### config.mk
export PLATFORM = sky130hd
export DESIGN_NAME = io_uart
export DESIGN_NICKNAME = d
export VERILOG_FILES = /design/src/rtl/io_uart.sv
export SDC_FILE = /design/constraint.sdc
export NUM_CORES = 1
export LEC_CHECK = 0
export ABC_AREA = 1
export CORE_MARGIN = 4
export CORE_UTILIZATION = 50
export CTS_BUF_LIST = sky130_fd_sc_hd__clkbuf_16
export DETAILED_ROUTE_END_ITERATION = 10
export PLACE_DENSITY = 0.77
export SLEW_MARGIN = 20
export SYNTH_ARGS = -nofsm -noshare
export SYNTH_HDL_FRONTEND = slang
export SYNTH_SLANG_ARGS = --single-unit
### constraint.sdc
create_clock -name clk -period 4.4 [get_ports clk]
set_clock_uncertainty 0.15 [all_clocks]
set_input_delay 0.88 -clock clk [delete_from_list [all_inputs] [get_ports clk]]
set_output_delay 0.88 -clock clk [all_outputs]
set_load 0.05 [all_outputs]
### src/rtl/io_uart.sv
`default_nettype none
// ----------------------------------------------------------------------------
// io_uart: io-bus UART with a byte TX shifter and a mid-bit sampling RX + FIFO
// Revision: 1.0
// ----------------------------------------------------------------------------
module io_uart #(
  parameter logic [31:0] BASE_ADDRESS  = 32'h18,
  parameter int unsigned BAUD_DIVIDE   = 50000000 / 115200,
  parameter int unsigned RX_FIFO_DEPTH = 8
) (
  input  logic        clk,
  input  logic        reset,
  input  logic [31:0] io_address,
  input  logic        io_write_en,
  input  logic        io_read_en,
  input  logic [31:0] io_write_data,
  output logic [31:0] io_read_data,
  output logic        uart_tx,
  input  logic        uart_rx
);

  localparam int unsigned CNT_W = $clog2(BAUD_DIVIDE);
  localparam int unsigned PTR_W = $clog2(RX_FIFO_DEPTH);

  localparam logic [CNT_W-1:0] BIT_LAST  = CNT_W'(BAUD_DIVIDE - 1);
  localparam logic [CNT_W-1:0] HALF_BIT  = CNT_W'(BAUD_DIVIDE / 2);
  localparam logic [PTR_W:0]   FIFO_FULL = (PTR_W + 1)'(RX_FIFO_DEPTH);

  localparam logic [31:0] STATUS_ADDR = BASE_ADDRESS;
  localparam logic [31:0] TXDATA_ADDR = BASE_ADDRESS + 32'd4;
  localparam logic [31:0] RXDATA_ADDR = BASE_ADDRESS + 32'd8;

  localparam logic [1:0] ST_IDLE  = 2'd0;
  localparam logic [1:0] ST_START = 2'd1;
  localparam logic [1:0] ST_DATA  = 2'd2;
  localparam logic [1:0] ST_STOP  = 2'd3;

  logic [1:0]       tx_state_q, tx_state_d;
  logic [CNT_W-1:0] tx_cnt_q, tx_cnt_d;
  logic [2:0]       tx_bit_q, tx_bit_d;
  logic [7:0]       tx_shift_q, tx_shift_d;
  logic             tx_out_q, tx_out_d;

  logic             rx_meta_q, rx_meta_d;
  logic             rx_sync_q, rx_sync_d;
  logic             rx_prev_q, rx_prev_d;
  logic [1:0]       rx_state_q, rx_state_d;
  logic [CNT_W-1:0] rx_cnt_q, rx_cnt_d;
  logic [2:0]       rx_bit_q, rx_bit_d;
  logic [7:0]       rx_shift_q, rx_shift_d;

  logic [7:0]       fifo_mem_q [RX_FIFO_DEPTH];
  logic [7:0]       fifo_mem_d [RX_FIFO_DEPTH];
  logic [PTR_W-1:0] wr_ptr_q, wr_ptr_d;
  logic [PTR_W-1:0] rd_ptr_q, rd_ptr_d;
  logic [PTR_W:0]   count_q, count_d;

  logic             overrun_q, overrun_d;
  logic             frame_err_q, frame_err_d;
  logic [31:0]      rd_data_q, rd_data_d;

  logic wr_tx, rd_status, rd_rx;
  logic tx_ready, rx_avail, rx_fall;
  logic push, pop, push_ok, overrun_evt, frame_evt;
  logic unused_wdata;

  assign unused_wdata = ^io_write_data[31:8];

  assign wr_tx     = io_write_en && (io_address == TXDATA_ADDR);
  assign rd_status = io_read_en && (io_address == STATUS_ADDR);
  assign rd_rx     = io_read_en && (io_address == RXDATA_ADDR);
  assign tx_ready  = (tx_state_q == ST_IDLE);
  assign rx_avail  = (count_q != '0);
  assign rx_fall   = rx_prev_q && !rx_sync_q;

  // TX: each non-idle state holds for BAUD_DIVIDE cycles via tx_cnt
  always_comb begin
    tx_state_d = tx_state_q;
    tx_cnt_d   = tx_cnt_q;
    tx_bit_d   = tx_bit_q;
    tx_shift_d = tx_shift_q;
    tx_out_d   = tx_out_q;
    case (tx_state_q)
      ST_IDLE: begin
        tx_out_d = 1'b1;
        if (wr_tx) begin
          tx_state_d = ST_START;
          tx_cnt_d   = BIT_LAST;
          tx_shift_d = io_write_data[7:0];
          tx_out_d   = 1'b0;
        end
      end
      ST_START: begin
        if (tx_cnt_q == '0) begin
          tx_state_d = ST_DATA;
          tx_cnt_d   = BIT_LAST;
          tx_bit_d   = 3'd0;
          tx_out_d   = tx_shift_q[0];
        end else begin
          tx_cnt_d = tx_cnt_q - 1'b1;
        end
      end
      ST_DATA: begin
        if (tx_cnt_q == '0) begin
          tx_cnt_d = BIT_LAST;
          if (tx_bit_q == 3'd7) begin
            tx_state_d = ST_STOP;
            tx_out_d   = 1'b1;
          end else begin
            tx_bit_d   = tx_bit_q + 3'd1;
            tx_shift_d = {1'b0, tx_shift_q[7:1]};
            tx_out_d   = tx_shift_q[1];
          end
        end else begin
          tx_cnt_d = tx_cnt_q - 1'b1;
        end
      end
      default: begin
        if (tx_cnt_q == '0) begin
          tx_state_d = ST_IDLE;
        end else begin
          tx_cnt_d = tx_cnt_q - 1'b1;
        end
      end
    endcase
  end

  // RX: counter preloaded with half a bit so every sample lands mid-bit
  always_comb begin
    rx_meta_d  = uart_rx;
    rx_sync_d  = rx_meta_q;
    rx_prev_d  = rx_sync_q;
    rx_state_d = rx_state_q;
    rx_cnt_d   = rx_cnt_q;
    rx_bit_d   = rx_bit_q;
    rx_shift_d = rx_shift_q;
    push       = 1'b0;
    frame_evt  = 1'b0;
    case (rx_state_q)
      ST_IDLE: begin
        if (rx_fall) begin
          rx_state_d = ST_START;
          rx_cnt_d   = HALF_BIT;
        end
      end
      ST_START: begin
        if (rx_cnt_q == '0) begin
          if (rx_sync_q) begin
            rx_state_d = ST_IDLE;
          end else begin
            rx_state_d = ST_DATA;
            rx_cnt_d   = BIT_LAST;
            rx_bit_d   = 3'd0;
          end
        end else begin
          rx_cnt_d = rx_cnt_q - 1'b1;
        end
      end
      ST_DATA: begin
        if (rx_cnt_q == '0) begin
          rx_shift_d = {rx_sync_q, rx_shift_q[7:1]};
          rx_cnt_d   = BIT_LAST;
          if (rx_bit_q == 3'd7) begin
            rx_state_d = ST_STOP;
          end else begin
            rx_bit_d = rx_bit_q + 3'd1;
          end
        end else begin
          rx_cnt_d = rx_cnt_q - 1'b1;
        end
      end
      default: begin
        if (rx_cnt_q == '0) begin
          rx_state_d = ST_IDLE;
          push       = rx_sync_q;
          frame_evt  = !rx_sync_q;
        end else begin
          rx_cnt_d = rx_cnt_q - 1'b1;
        end
      end
    endcase
  end

  // A simultaneous pop frees the head slot, so a push into a full FIFO still fits
  assign pop         = rd_rx && rx_avail;
  assign overrun_evt = push && !pop && (count_q == FIFO_FULL);
  assign push_ok     = push && !overrun_evt;

  always_comb begin
    fifo_mem_d = fifo_mem_q;
    wr_ptr_d   = wr_ptr_q;
    rd_ptr_d   = rd_ptr_q;
    count_d    = count_q;
    if (push_ok) begin
      fifo_mem_d[wr_ptr_q] = rx_shift_q;
      wr_ptr_d             = wr_ptr_q + 1'b1;
    end
    if (pop) begin
      rd_ptr_d = rd_ptr_q + 1'b1;
    end
    if (push_ok && !pop) begin
      count_d = count_q + 1'b1;
    end else if (pop && !push_ok) begin
      count_d = count_q - 1'b1;
    end
  end

  always_comb begin
    overrun_d   = overrun_q;
    frame_err_d = frame_err_q;
    if (rd_status) begin
      overrun_d   = 1'b0;
      frame_err_d = 1'b0;
    end
    if (overrun_evt) begin
      overrun_d = 1'b1;
    end
    if (frame_evt) begin
      frame_err_d = 1'b1;
    end
  end

  always_comb begin
    rd_data_d = rd_data_q;
    if (io_read_en) begin
      rd_data_d = 32'd0;
      if (rd_status) begin
        rd_data_d = {28'd0, frame_err_q, overrun_q, rx_avail, tx_ready};
      end else if (rd_rx && rx_avail) begin
        rd_data_d = {24'd0, fifo_mem_q[rd_ptr_q]};
      end
    end
  end

  always_ff @(posedge clk or posedge reset) begin
    if (reset) begin
      tx_state_q  <= ST_IDLE;
      tx_cnt_q    <= '0;
      tx_bit_q    <= 3'd0;
      tx_shift_q  <= 8'd0;
      tx_out_q    <= 1'b1;
      rx_meta_q   <= 1'b1;
      rx_sync_q   <= 1'b1;
      rx_prev_q   <= 1'b1;
      rx_state_q  <= ST_IDLE;
      rx_cnt_q    <= '0;
      rx_bit_q    <= 3'd0;
      rx_shift_q  <= 8'd0;
      fifo_mem_q  <= '{default: 8'd0};
      wr_ptr_q    <= '0;
      rd_ptr_q    <= '0;
      count_q     <= '0;
      overrun_q   <= 1'b0;
      frame_err_q <= 1'b0;
      rd_data_q   <= 32'd0;
    end else begin
      tx_state_q  <= tx_state_d;
      tx_cnt_q    <= tx_cnt_d;
      tx_bit_q    <= tx_bit_d;
      tx_shift_q  <= tx_shift_d;
      tx_out_q    <= tx_out_d;
      rx_meta_q   <= rx_meta_d;
      rx_sync_q   <= rx_sync_d;
      rx_prev_q   <= rx_prev_d;
      rx_state_q  <= rx_state_d;
      rx_cnt_q    <= rx_cnt_d;
      rx_bit_q    <= rx_bit_d;
      rx_shift_q  <= rx_shift_d;
      fifo_mem_q  <= fifo_mem_d;
      wr_ptr_q    <= wr_ptr_d;
      rd_ptr_q    <= rd_ptr_d;
      count_q     <= count_d;
      overrun_q   <= overrun_d;
      frame_err_q <= frame_err_d;
      rd_data_q   <= rd_data_d;
    end
  end

  assign io_read_data = rd_data_q;
  assign uart_tx      = tx_out_q;

endmodule
`default_nettype wire

==> impl_metrics.py <==
metrics = {
    "critical_path": {
        "path_cells": "clkdlybuf4s50_1 > buf_4 > nand2_1 > nor2_1 > nand3_1 > nor2_1 > nand2_4 > a21oi_4 > ha_1 > inv_1 > ha_1 > a21o_1 > a21oi_1 > nor2_1 > nor2_1 > nand2_1 > xor2_1",
        "end_kind": "flop",
        "r2r_slack_ns": 1.58,
        "path_common_cell": "nor2_1",
        "r2r-end": "count_q[3]",
        "worst_r2r_path_depth": 15,
        "max_stage_delay_ns": 0.45,
        "slowest_stage": "clkdlybuf4s50_1",
        "criticalPathCategory": "in2reg",
        "required_ns": 4.56,
        "r2r-start": "rx_cnt_q[0]",
        "startpoint_type": "input port",
        "crit_arrival_ns": 3.48,
        "worst-path-max-fanout": 11,
    },
    "cts": {
        "clkLatencyLatePin_ns": 0.42,
        "hold_buffers": 0,
        "cts_buffer_depth": 2,
        "clk_pin_slew_ns": 0.06,
        "postCtsSetupRepairBufs": 0,
        "cts_made_buffers": 17,
        "htree_num_levels": 4,
        "root_buffer": "clkbuf_16",
        "cts_tree": "done",
        "cts_resized": 0,
        "clock-sinks": 132,
    },
    "power_and_ir_drop": {
        "power_frac_comb_pct": 16.3,
        "ir_drop_mv": 0.296,
        "leakagePower_uw": 0.00424,
        "clkPwrFrac_pct": 43.2,
        "sw_frac_of_total_pct": 27.9,
        "pwr-share-seq_pct": 40.5,
        "p_sw_uw": 935,
        "p_per_area_nw_per_um2": 398,
        "internal_power_uw": 2420,
    },
    "place": {
        "dp_hpwl_mm": 11.2,
        "place_inst": 1126,
        "place_congestion": 0.832,
        "port_buffers": 53,
    },
    "drt": {
        "dr_total_vias": 6402,
        "first_pass_iters": 5,
        "drtIter0Drc": 697,
        "vias_per_cell": 5.53,
        "antenna_left": 0,
        "routedWlPerCell_microns": 15.1,
        "wirelength_mm": 17.5,
        "drc_errors": 0,
    },
    "min_path": {
        "min_to": "rx_prev_d",
        "hp-start": "rx_meta_q",
        "hold_depth": 0,
        "worstHoldPathType": "reg2reg",
    },
    "logic_synthesis": {
        "synth_area_leaders": "dfrtp_1 (44%), nand2_1 (16%), nand4_1 (7.5%)",
        "ys_ff_latch": 132,
        "synth_cell_types": 43,
        "synth_top_area_cell": "dfrtp_1",
        "avgSynthCellArea_sq_um": 7.88,
        "synthCells": 928,
        "ys_warn_count": 0,
        "syn-cell-area_sq_um": 7310,
        "synthMostInstantiatedCell": "nand2_1",
        "ys_seq_area_share_pct": 45.2,
        "synth_ff_type": "dfrtp_1",
        "synth_edf_count": 0,
        "async_reset_ff_share_pct": 100,
        "synth_common_cells": "nand2_1 (310), dfrtp_1 (128), nand4_1 (88)",
        "synth.top_cell.area_share_pct": 43.8,
    },
    "sta": {
        "drv_slew": 0,
        "period_needed_ns": 3.32,
        "final-hold-violation-count": 0,
        "max-slew-margin-rel_pct": 25.8,
        "fmax_mhz": 301,
        "min_period_over_period_pct": 75.5,
        "tightest_slew_ns": 1.11,
        "rsz0062_at_grt": "false",
        "setup_violations": 0,
        "fin_hold_ws_ns": 0.205,
        "tns_ns": 0,
    },
    "global_routing": {
        "grt_remaining_overflow": 0,
        "antenna_found_initial": 0,
        "grt_pass1_vias": 6073,
        "grt_max_degree": 133,
        "use_met1_pct": 30.2,
        "grt_pass1_wl_mm": 29.3,
        "gr-usage-met3_pct": 6.35,
        "grtUsageMet2_pct": 33.0,
        "top_usage_layer": "met2",
        "track_usage_pct": 21.8,
    },
    "finish": {
        "drive_gt1_share_pct": 6.44,
        "n_antenna_cell": 0,
        "layout.nets": 1055,
        "syn_to_final_growth_pct": 15.2,
        "final_cells": 1158,
        "nFillCells": 1195,
    },
    "die": {
        "start_util_pct": 51.9,
        "dieHeight_microns": 129,
        "dieArea_sq_um": 16600,
        "fp.coreArea_sq_um": 14100,
        "fp-row-count": 43,
        "io_pins": 102,
        "die_w_microns": 129,
    },
    "run_status": {
        "status": "completed",
    },
    "job": {
        "cap_violations": 0,
    },
}
==> kinds of logic after synthesis <==
| logic type | synth area share, % |
|---|---|
| other cells | 0.0513 |
| buf+inv | 8.59 |
| xor+xnor | 2.02 |
| simple gates | 32.7 |
| mux | 1.37 |
| fa+ha+maj | 3.70 |
| flops | 45.2 |
| compound gates | 6.35 |
==> stage by stage <==
stage	total power [uW]	cell area (sq um)	util, %	worst slack [ns]
floorplan	1790	7400	-	1.02
global placement	1900	7830	55.5	0.731
detailed placement	1920	7830	55.5	0.666
CTS	3360	8430	59.8	1.08
global route	3510	8430	59.8	0.796
finish	3350	8430	59.8	1.08
==> worst max-delay path by stage <==
stage | startpoint | to | slack, ns | cells after the start
2_1_floorplan | io_address[1] | count_q[3] | 1.02 | 14
3_3_place_gp | io_address[29] | count_q[3] | 0.73 | 17
3_5_place_dp | io_address[29] | count_q[3] | 0.67 | 17
4_1_cts | io_read_en | count_q[3] | 1.08 | 17
5_1_grt | io_read_en | count_q[3] | 0.80 | 17
6_report | io_read_en | count_q[3] | 1.08 | 17
==> final cells by class <==
| type | instances | area (sq um) | share of cell area, % |
|---|---|---|---|
| Clock buffer | 17 | 425 | 5.05 |
| Clock inverter | 15 | 173 | 2.05 |
| Inverter | 58 | 221 | 2.63 |
| Tap cell | 180 | 225 | 2.67 |
| Multi-Input combinational cell | 694 | 3460 | 41.1 |
| Timing Repair Buffer | 62 | 611 | 7.25 |
| Sequential cell | 132 | 3310 | 39.3 |
==> flip-flops by register name, indices dropped and copies added (netlist names), 2 cells and up <==
signal,flops
count_q,4
fifo_mem_q,64
io_read_data,8
rd_ptr_q,3
rx_bit_q,3
rx_cnt_q,9
rx_shift_q,8
rx_state_q,2
tx_bit_q,3
tx_cnt_q,9
tx_shift_q,8
tx_state_q,2
wr_ptr_q,3
==> metal layers <==
| layer | wire [microns] | share of wire [%] |
|---|---|---|
| met5 | 0 | 0 |
| met4 | 259 | 1.5 |
| met3 | 1650 | 9.4 |
| met2 | 8020 | 46 |
| met1 | 7550 | 43 |
==> power by group through the flow <==
stage,Clock (uW),Combinational (uW),Sequential (uW)
global route,1520,618,1370
floorplan,0,415,1370
finish,1450,546,1360
detailed placement,0,538,1380
CTS,1460,544,1360
global placement,0,523,1380
==> worst max-delay path: cells and delay by family <==
kind	cells	cell delay, ns
xor gates and xnor gates	1	0.14
AOI/OAI and AO/OA	3	0.51
buffers and inverters	3	0.70
and+or+nand+nor	8	0.78
adders and majority gates	2	0.48
==> cell usage in the layout (no fill, tap or decap), types with 10 or more instances in the layout <==
cell | netlist | routed
ha_1 | 20 | 20
inv_1 | 52 | 54
nand2_1 | 310 | 310
xor2_1 | 10 | 10
clkbuf_16 | 0 | 17
o21ai_0 | 41 | 41
conb_1 | 1 | 24
nand4_1 | 88 | 88
a21oi_1 | 14 | 14
dfrtp_1 | 128 | 128
clkdlybuf4s50_1 | 0 | 53
nor2_1 | 83 | 83
nand3_1 | 47 | 47
Note: power is estimated with default switching activity, not from simulation.
